$ cat config.mk
export PLATFORM = sky130hd
export DESIGN_NAME = io_uart_tx_flat
export DESIGN_NICKNAME = d
export VERILOG_FILES = /design/src/rtl/io_uart_tx_if.sv /design/src/rtl/io_uart_tx.sv /design/src/flat_wrapper.sv
export SDC_FILE = /design/constraint.sdc
export NUM_CORES = 1
export LEC_CHECK = 0
export CAP_MARGIN = 25
export CORE_ASPECT_RATIO = 1.75
export CORE_MARGIN = 5
export CORE_UTILIZATION = 31
export CTS_CLUSTER_DIAMETER = 40
export DETAILED_ROUTE_END_ITERATION = 7
export GPL_TIMING_DRIVEN = 0
export PLACE_DENSITY = 0.58
export SLEW_MARGIN = 10
export SYNTH_ARGS = -nofsm -noshare
export SYNTH_HDL_FRONTEND = slang
export SYNTH_SLANG_ARGS = --single-unit
$ cat constraint.sdc
create_clock -name clk -period 6.4 [get_ports clk]
set_input_delay 0.96 -clock clk [delete_from_list [all_inputs] [get_ports clk]]
set_output_delay 0.96 -clock clk [all_outputs]
set_load 0.01 [all_outputs]
$ cat src/rtl/io_uart_tx_if.sv
// Processor I/O bus slice seen by the UART transmitter: ADDR/Dout/W in, serial line and status out.
interface io_uart_tx_if;
  logic [8:0] ADDR;
  logic [8:0] Dout;
  logic       W;
  logic       tx;
  logic [8:0] status;
  logic       drop;

  modport master (output ADDR, Dout, W, input tx, status, drop);
  modport slave  (input ADDR, Dout, W, output tx, status, drop);
endinterface

$ cat src/rtl/io_uart_tx.sv
// Memory-mapped serial transmitter: FIFO-buffered 9-bit frames with a programmable bit period.
// Optional even-parity bit enabled by defining IO_UART_TX_PARITY_EN.
module io_uart_tx #(
  parameter int unsigned FIFO_DEPTH   = 4,
  parameter int unsigned CLKS_PER_BIT = 16
) (
  input logic         clk,
  input logic         resetn,
  io_uart_tx_if.slave bus
);

  localparam int unsigned PtrW   = (FIFO_DEPTH > 1) ? $clog2(FIFO_DEPTH) : 1;
  localparam int unsigned CntW   = $clog2(FIFO_DEPTH) + 1;
  localparam logic [8:0]  DivRst = 9'(CLKS_PER_BIT - 1);

`ifdef IO_UART_TX_PARITY_EN
  typedef enum logic [2:0] {StIdle, StStart, StData, StParity, StStop} state_e;
`else
  typedef enum logic [1:0] {StIdle, StStart, StData, StStop} state_e;
`endif

  state_e            state_q;
  logic [8:0]        mem_q [FIFO_DEPTH];
  logic [PtrW-1:0]   wptr_q, rptr_q;
  logic [CntW-1:0]   count_q;
  logic [8:0]        div_q, div_sh_q, bit_cnt_q, shift_q;
  logic [3:0]        idx_q;
  logic              tx_q, drop_q;
`ifdef IO_UART_TX_PARITY_EN
  logic              par_q;
`endif

  logic sel, wr_data, wr_ctrl, full, busy, push, pop, period_end;
  logic [8:0] head;
  logic unused_addr;

  // ADDR[6:1] are ignored so the register window aliases across the block.
  assign unused_addr = ^bus.ADDR[6:1];
  assign sel        = bus.ADDR[8] & ~bus.ADDR[7];
  assign wr_data    = sel & bus.W & ~bus.ADDR[0];
  assign wr_ctrl    = sel & bus.W & bus.ADDR[0];
  assign full       = (count_q == CntW'(FIFO_DEPTH));
  assign busy       = (state_q != StIdle);
  assign period_end = (bit_cnt_q == '0);
  assign head       = mem_q[rptr_q];

  // Pop from idle, or at the end of a stop bit so frames run back-to-back.
  assign pop  = (count_q != '0) & ((state_q == StIdle) | ((state_q == StStop) & period_end));
  assign push = wr_data & (~full | pop);

  assign bus.tx     = tx_q;
  assign bus.drop   = drop_q;
  assign bus.status = {4'b0, 3'(count_q), full, busy};

  always_ff @(posedge clk) begin
    if (push) mem_q[wptr_q] <= bus.Dout;
  end

  always_ff @(posedge clk or negedge resetn) begin
    if (!resetn) begin
      wptr_q  <= '0;
      rptr_q  <= '0;
      count_q <= '0;
      drop_q  <= 1'b0;
      div_q   <= DivRst;
    end else begin
      if (push) wptr_q <= wptr_q + PtrW'(1);
      if (pop)  rptr_q <= rptr_q + PtrW'(1);
      if (push && !pop)      count_q <= count_q + CntW'(1);
      else if (pop && !push) count_q <= count_q - CntW'(1);
      drop_q <= wr_data & full & ~pop;
      if (wr_ctrl) div_q <= bus.Dout;
    end
  end

  always_ff @(posedge clk or negedge resetn) begin
    if (!resetn) begin
      state_q   <= StIdle;
      tx_q      <= 1'b1;
      shift_q   <= '0;
      idx_q     <= '0;
      bit_cnt_q <= '0;
      div_sh_q  <= DivRst;
`ifdef IO_UART_TX_PARITY_EN
      par_q     <= 1'b0;
`endif
    end else begin
      unique case (state_q)
        StIdle: begin
          if (pop) begin
            state_q   <= StStart;
            tx_q      <= 1'b0;
            shift_q   <= head;
            div_sh_q  <= div_q;
            bit_cnt_q <= div_q;
`ifdef IO_UART_TX_PARITY_EN
            par_q     <= ^head;
`endif
          end
        end
        StStart: begin
          if (period_end) begin
            state_q   <= StData;
            tx_q      <= shift_q[0];
            idx_q     <= '0;
            bit_cnt_q <= div_sh_q;
          end else begin
            bit_cnt_q <= bit_cnt_q - 9'd1;
          end
        end
        StData: begin
          if (period_end) begin
            bit_cnt_q <= div_sh_q;
            if (idx_q == 4'd8) begin
`ifdef IO_UART_TX_PARITY_EN
              state_q <= StParity;
              tx_q    <= par_q;
`else
              state_q <= StStop;
              tx_q    <= 1'b1;
`endif
            end else begin
              idx_q   <= idx_q + 4'd1;
              shift_q <= shift_q >> 1;
              tx_q    <= shift_q[1];
            end
          end else begin
            bit_cnt_q <= bit_cnt_q - 9'd1;
          end
        end
`ifdef IO_UART_TX_PARITY_EN
        StParity: begin
          if (period_end) begin
            state_q   <= StStop;
            tx_q      <= 1'b1;
            bit_cnt_q <= div_sh_q;
          end else begin
            bit_cnt_q <= bit_cnt_q - 9'd1;
          end
        end
`endif
        StStop: begin
          if (period_end) begin
            if (pop) begin
              state_q   <= StStart;
              tx_q      <= 1'b0;
              shift_q   <= head;
              div_sh_q  <= div_q;
              bit_cnt_q <= div_q;
`ifdef IO_UART_TX_PARITY_EN
              par_q     <= ^head;
`endif
            end else begin
              state_q <= StIdle;
              tx_q    <= 1'b1;
            end
          end else begin
            bit_cnt_q <= bit_cnt_q - 9'd1;
          end
        end
        default: state_q <= StIdle;
      endcase
    end
  end

endmodule

$ cat src/flat_wrapper.sv
// flat-port wrapper written by rule: the top's interface ports become plain ports
module io_uart_tx_flat 
#(
  parameter int unsigned FIFO_DEPTH   = 4,
  parameter int unsigned CLKS_PER_BIT = 16
)
  (clk, resetn, bus_ADDR, bus_Dout, bus_W, bus_tx, bus_status, bus_drop);
  io_uart_tx_if bus_i ();
  input logic clk;
  input logic resetn;
  input wire logic [$bits(bus_i.ADDR)-1:0] bus_ADDR;
  input wire logic [$bits(bus_i.Dout)-1:0] bus_Dout;
  input wire logic [$bits(bus_i.W)-1:0] bus_W;
  output wire logic [$bits(bus_i.tx)-1:0] bus_tx;
  output wire logic [$bits(bus_i.status)-1:0] bus_status;
  output wire logic [$bits(bus_i.drop)-1:0] bus_drop;
  assign bus_i.ADDR = bus_ADDR;
  assign bus_i.Dout = bus_Dout;
  assign bus_i.W = bus_W;
  assign bus_tx = bus_i.tx;
  assign bus_status = bus_i.status;
  assign bus_drop = bus_i.drop;
  io_uart_tx #(.FIFO_DEPTH(FIFO_DEPTH), .CLKS_PER_BIT(CLKS_PER_BIT)) u_core (.clk(clk), .resetn(resetn), .bus(bus_i));
endmodule
==> results of run 1 <==
tightest hold or removal path, stage by stage (launching register included):
cell	delay [ns]
dfrtp_1	0.34
nand2_1	0.05
o221ai_1	0.06
power breakdown:
| group | total (mW) | switching [mW] | internal (mW) | leakage [nW] |
|---|---|---|---|---|
| sequential | 0.875 | 0.130 | 0.746 | 0.930 |
| clock | 0.495 | 0.226 | 0.269 | 0.131 |
| combinational | 1.09 | 0.572 | 0.513 | 0.842 |
| total | 2.46 | 0.928 | 1.53 | 1.90 |
cells in the mapped netlist, types with 6 or more instances:
master and instances:
mux2_2 35, a32oi_1 6, mux4_2 9, buf_4 7, nor4_1 6, dfstp_2 9
and2_1 6, nand2_1 10, o21ai_0 13, inv_1 14, nor2_1 14, a21oi_1 8
edfxtp_1 36, ha_1 14, clkbuf_1 7, dfrtp_1 42, o22ai_1 6
area by class of cell:
type                       instances  area [µm²]
buffer                            15        83.8
clock buffer                      10         229
clock inverter                     6        52.6
fill                            1341        8710
inverter                          15        56.3
multi-input combinational        205        1820
sequential                        87        2370
tap                              177         221
timing repair buffer              22         225
sequential cells by signal (all words and copies together), names as in the netlist:
| name | count |
|---|---|
| u_core.mem_q | 36 |
| u_core.bit_cnt_q | 9 |
| u_core.div_q | 9 |
| u_core.div_sh_q | 9 |
| u_core.shift_q | 9 |
| u_core.idx_q | 4 |
| u_core.count_q | 3 |
| u_core.rptr_q | 2 |
| u_core.state_q | 2 |
| u_core.wptr_q | 2 |
| u_core.bus.drop | 1 |
| u_core.bus.tx | 1 |
final timing paths:
kind	slack [ns]	to	startpoint	cells past startpoint
max reg2reg	2.92	u_core.count_q[2]	u_core.bit_cnt_q[0]	11
min reg2reg	0.48	u_core.bit_cnt_q[7]	u_core.div_sh_q[7]	2
min	0.48	u_core.bit_cnt_q[7]	u_core.div_sh_q[7]	2
max in group asynchronous	5.25	u_core.div_q[2]	resetn	2
min in group asynchronous	0.55	u_core.div_sh_q[5]	resetn	1
max	2.92	u_core.count_q[2]	u_core.bit_cnt_q[0]	11
routing by layer:
layer	part of all wire [%]	routed length, µm	vias up
met1	38	3550	1376
li1	-	-	1274
met5	0	0	-
met2	56	5240	69
met4	3.0	282	0
met3	3.0	276	16
cell families (layout without fill, tap and decap cells):
logic type	after synthesis	after routing	share of synthesized area (%)
DFF	87	87	55.0
AOI/OAI and AO/OA	65	65	11.7
and+or+nand+nor	64	64	8.80
muxes	49	49	15.0
buffers and inverters	30	68	3.25
adders and majority gates	15	15	4.53
xor gates and xnor gates	8	8	1.63
other	1	4	0.0870
metrics by stage:
step	cells	area (µm²)	worst slack (ns)	util (%)	power, mW
after floorplan	322	4320	3.50	-	1.67
after global placement	520	4750	2.77	34.5	1.94
after detailed placement	521	4770	2.92	34.7	1.98
after CTS	537	5050	2.92	36.7	2.48
after global routing	537	5050	2.77	36.7	2.63
final	537	5050	2.92	36.7	2.46
==> summary.md, run 1 <==
| Metric | Value |
|---|---|
| Routed WL | 9.35 mm |
| DRT iter0 DRCs | 119 |
| Final ANT Viol Nets | 0 |
| Startpoint types | flop |
| GRT overflow | 0 |
| Port bufs | 21 |
| Setup crit end kind | flop |
| # clock sinks | 87 |
| Drt pass-1 iters | 4 |
| Vias | 2735 |
| Critical path class | reg -> reg |
| Slew HR | 40.6% |
| Routed WL per cell | 17.4 µm |
| Hold Vio Cnt, Final | 0 |
| DRC violations left | 0 |
| Largest delay share family, worst path | compound AO/OA/AOI/OAI gates |
| Clk root buf | clkbuf_16 |
| WP buf/inv | 2 |
| Skew-Pair Late Insertion Delay | 0.34 ns |
| CTS tree | built |
| Hold slack final | 0.482 ns |
| Status | finished, final reports clean |
| Crit Path Max Fanout | 9 |
| Maximum clock path buffer count | 2 |
| Post-CTS Setup Inserts | 0 |
| Met2 Use GR | 20.9% |
| Clock transition at path regs | 0.06 ns |
| Setup violators final | 0 |
| GRT busiest layer | met2 |
| Max IR drop VDD | 0.235 mV |
| Worst path slowest cell | o41ai_4 |
| Register bit total from synthesis | 87 |
| Resized Gates After CTS | 0 |
| Initial antenna violation count | 0 |
| I/O pin count | 32 |
| Most frequent cells in the layout | 42 x dfrtp_1, 36 x edfxtp_1, 35 x mux2_2 |
| Largest cells by area after synthesis | edfxtp_1 25%, dfrtp_1 24%, mux2_2 9.1% |
| Req. time, crit path | 6.66 ns |
| Num CTS Buffers | 9 |
| Grt met1 use | 13.4% |
| Yosys top cell by area | edfxtp_1 |
| Top cell type's share of synthesized area | 25.1% |
| PD cells | 486 mW/mm² |
| Asr flop ratio synth | 58.6% |
| Worst hold path type | reg -> reg |
| Syn_area_per_cell | 13.5 µm² |
| Primary FF master, synth | dfrtp_1 |
| Layout cells sized above 1 | 24.7% |
| Nets | 391 |
| Diode count | 0 |
| Std-Cell Core Area | 0.0138 mm² |
| Post-Synthesis Cells | 319 |
| RePlAce Congestion | 0.850 |
| Global-route wire length before repair | 15.1 mm |
| RSZ-0062 raised after global routing | no |
| Synthesis warning total | 0 |
| Vias per inst | 5.09 |
| Area of the mapped netlist | 0.00431 mm² |
| Pin slew with the least headroom to its limit | 0.886 ns |
| Leakage power | 1.90 nW |
| Critical Path AT | 3.74 ns |
| Largest net degree at the start of global routing | 36 |
| CP peak stage delay | 0.60 ns |
| Die extent in x | 99.1 µm |
| Grt met3 use | 1.68% |
| CTS hold repair buffers | 0 |
| Area grow syn2layout | 17.3% |
| Row cnt | 57 |
| Detailed Place HPWL | 6.94 mm |
| Initial Utilization | 31.3% |
| Synth cell types | 61 |
| Clock period minus worst slack | 3.48 ns |
| Gr usage total | 11.8% |
| Vias in the first global route | 2843 |
| Post-synth EDFFs | 36 |
| Commonest non-fill, non-tap cell in the layout | dfrtp_1 |
| H-tree depth | 3 |
| Max_cap viols | 0 |
| Share of the yosys chip area belonging to registers | 55.0% |
| Die H | 166 µm |
| Fin crit share | 54.4% |
| Fin. max-slew vios | 0 |
| Max Freq | 287 MHz |
| Die area | 0.0165 mm² |
| Total Neg Setup Slack | 0 ns |
| Clk_skew | 0.00664 ns |
| Critical path, cell by cell | inv_1 > ha_1 > or3b_2 > o41ai_4 > o21a_4 > ha_1 > inv_1 > fa_1 > xor2_1 > nor2_1 > xor2_1 |
Note: power is estimated with default switching activity, not from simulation.
==> inputs of run 2 (changes only) <==
==> constraint.sdc (replaced) <==
create_clock -name clk -period 3.3 [get_ports clk]
set_input_delay 0.495 -clock clk [delete_from_list [all_inputs] [get_ports clk]]
set_output_delay 0.495 -clock clk [all_outputs]
set_load 0.01 [all_outputs]
==> run 2 against run 1 <==
  * Utilization up 0.073 points
  * Worst hold slack lost 0.38 ns
  * Clock-buffer cell count stayed put
  * Global-route usage rose by 0.070 points
  * Routed wire length is essentially flat
  * Critical endpoint unchanged
  * Largest power group unchanged
  * Highest routed layer unchanged
==> summary.md, run 2 (synthesis results as in run 1) <==
| Metric | Value |
|---|---|
| Die area | 0.0165 mm² (unchanged) |
| Die extent in x | 99.1 µm (unchanged) |
| Sequential power share | 35.5% (-0.2 points) |
| Number of flip-flops in the largest register | 36 (unchanged) |
| Vias per inst | 5.06 (-0.73%) |
| Diode count | 0 (unchanged) |
| Gr usage total | 11.9% (+0.070 points) |
| Die H | 166 µm (unchanged) |
| Max Freq | 322 MHz (+12%) |
| Nets | 392 (+0.26%) |
| Initial antenna violation count | 0 (unchanged) |
| Footprint of the multi-input gates | 0.00182 mm² (+0.14%) |
| Sequential standard cell area | 0.00237 mm² (unchanged) |
| Slew HR | 41.9% (+1.3 points) |
| Fillers | 1340 (-0.075%) |
| Max IR drop VDD | 0.456 mV (+94%) |
| FF-to-FF path depth | 11 (unchanged) |
| RePlAce Congestion | 0.850 (unchanged) |
| Total Neg Setup Slack | 0 ns (unchanged) |
| Critical Path AT | 3.36 ns (-0.38 ns) |
| H-tree depth | 3 (unchanged) |
| Fin. max-slew vios | 0 (unchanged) |
| Leakage power | 1.91 nW (+0.20%) |
| Most frequent cells in the layout | 42 x dfrtp_1, 36 x edfxtp_1, 35 x mux2_2 |
| Clock period minus worst slack | 3.11 ns (-0.374 ns) |
| RSZ-0062 raised after global routing | no |
| Global-route wire length before repair | 15.2 mm (+0.50%) |
| I/O pin count | 32 (unchanged) |
| Critical path class | reg -> reg |
| # clock sinks | 87 (unchanged) |
| Skew-Pair Late Insertion Delay | 0.34 ns (about the same) |
| Largest net degree at the start of global routing | 36 (unchanged) |
| DRC violations left | 0 (unchanged) |
| Clock transition at path regs | 0.07 ns (about the same) |
| Drt pass-1 iters | 4 (unchanged) |
| Port bufs | 21 (unchanged) |
| Area grow syn2layout | 17.5% |
| Routed WL per cell | 17.4 µm (about the same) |
| Clk_skew | 0.00545 ns (-0.00118 ns) |
| Final worst setup slack | 0.193 ns (-2.73 ns) |
| Clock Power Share | 20.1% (about the same) |
| Hold Vio Cnt, Final | 0 (unchanged) |
| Most flop-heavy register | u_core.mem_q |
| Net switching power | 1.80 mW (+94%) |
| DRT iter0 DRCs | 176 (+48%) |
| Worst hold path type | in -> async |
| Routed WL | 9.36 mm (about the same) |
| Internal power | 2.97 mW (+95%) |
| Status | finished, final reports clean |
| CTS tree | built |
| Final ANT Viol Nets | 0 (unchanged) |
| Vias | 2720 (-0.55%) |
| Startpoint types | flop |
| Vias in the first global route | 2867 (+0.84%) |
| Row cnt | 57 (unchanged) |
| Req. time, crit path | 3.55 ns (-3.11 ns) |
| Setup violators final | 0 (unchanged) |
| Num CTS Buffers | 9 (unchanged) |
| Place WS | -0.176 ns (-3.10 ns) |
| Fin crit share | 94.1% (+40 points) |
| Detailed Place HPWL | 6.94 mm (unchanged) |
| Clk root buf | clkbuf_16 |
| Setup crit end kind | flop |
| Std-Cell Core Area | 0.0138 mm² (unchanged) |
| Maximum clock path buffer count | 2 (unchanged) |
| PD cells | 943 mW/mm² (+94%) |
| Switching portion of total power | 37.7% (-0.065 points) |
| Commonest non-fill, non-tap cell in the layout | dfrtp_1 |
| Layout cells sized above 1 | 25.2% (+0.49 points) |
| Pin slew with the least headroom to its limit | 0.867 ns (-0.0195 ns) |
| Initial Utilization | 31.3% (unchanged) |
| GRT overflow | 0 (unchanged) |
| Max_cap viols | 0 (unchanged) |
| Crit Path Max Fanout | 7 (-2) |
| Power share of the combinational group | 44.3% (about the same) |
-- run 2: changes by cell type in the layout (fill, tap and decap cells not counted) --
cell	change
buf_4	+1
ha_1	-1
ha_2	+1
-- run 2: power by group through the flow --
| stage | logic [mW] | registers [mW] | clock network [mW] |
|---|---|---|---|
| 2_1_floorplan | 1.59 | 1.64 | 0 |
| 3_3_place_gp | 2.07 | 1.70 | 0 |
| 6_report | 2.12 | 1.70 | 0.960 |
| 3_5_place_dp | 2.12 | 1.72 | 0 |
| 5_1_grt | 2.35 | 1.74 | 1.02 |
| 4_1_cts | 2.14 | 1.70 | 0.974 |
-- run 2: path summary, 6_finish.rpt --
| check | from | end | slack [ns] |
|---|---|---|---|
| setup / recovery | u_core.bit_cnt_q[0] | u_core.count_q[2] | 0.19 |
| hold / removal | resetn | u_core.div_sh_q[5] | 0.1 |
| setup reg to reg | u_core.bit_cnt_q[0] | u_core.count_q[2] | 0.19 |
| hold reg to reg | u_core.div_sh_q[7] | u_core.bit_cnt_q[7] | 0.48 |
| max in group asynchronous | resetn | u_core.div_q[2] | 2.60 |
| min in group clk | u_core.div_sh_q[7] | u_core.bit_cnt_q[7] | 0.48 |
-- run 2: worst max-delay path, cell delays in order, from the launching register on --
cell and delay (ns):
dfrtp_1 0.43, inv_1 0.11, ha_2 0.25, or3b_2 0.55
o41ai_4 0.32, o21a_4 0.23, ha_1 0.20, inv_1 0.06
fa_1 0.37, xor2_1 0.17, nor2_1 0.15, xor2_1 0.18
-- run 2: per-stage QoR --
stage	hold WS (ns)	util, %	area, µm²	cells	power (mW)
finish	0.0972	36.8	5060	538	4.77
global placement	0.462	34.5	4750	520	3.77
global route	0.116	36.8	5060	538	5.11
floorplan	0.199	-	4320	322	3.24
detailed placement	0.461	34.7	4770	521	3.84
CTS	0.0980	36.8	5060	538	4.82
-- run 2: routing by layer --
metal	share of wire, %	routed length (µm)	up-vias	track usage (%)
met5	0	0	-	0
met4	3.9	369	0	6.78
met3	2.8	261	22	1.72
met2	55	5110	65	20.8
met1	39	3620	1361	13.5
li1	-	-	1272	-
-- run 2: timing repair --
action / CTS / global route
endpoints found under the setup margin: 2 / 1
gates resized for setup: 0 / 1
pin swaps: 1 / 1
hold buffers: 0 / 0
buffers inserted: 1 / 0
-- run 2: final cells by class --
class / count / share of cell area [%]
Sequential cell: 87 / 46.8
Clock buffer: 10 / 4.52
Inverter: 15 / 1.11
Multi-Input combinational cell: 205 / 35.9
Timing Repair Buffer: 23 / 4.60
Clock inverter: 6 / 1.04
Tap cell: 177 / 4.37
Buffer: 15 / 1.66
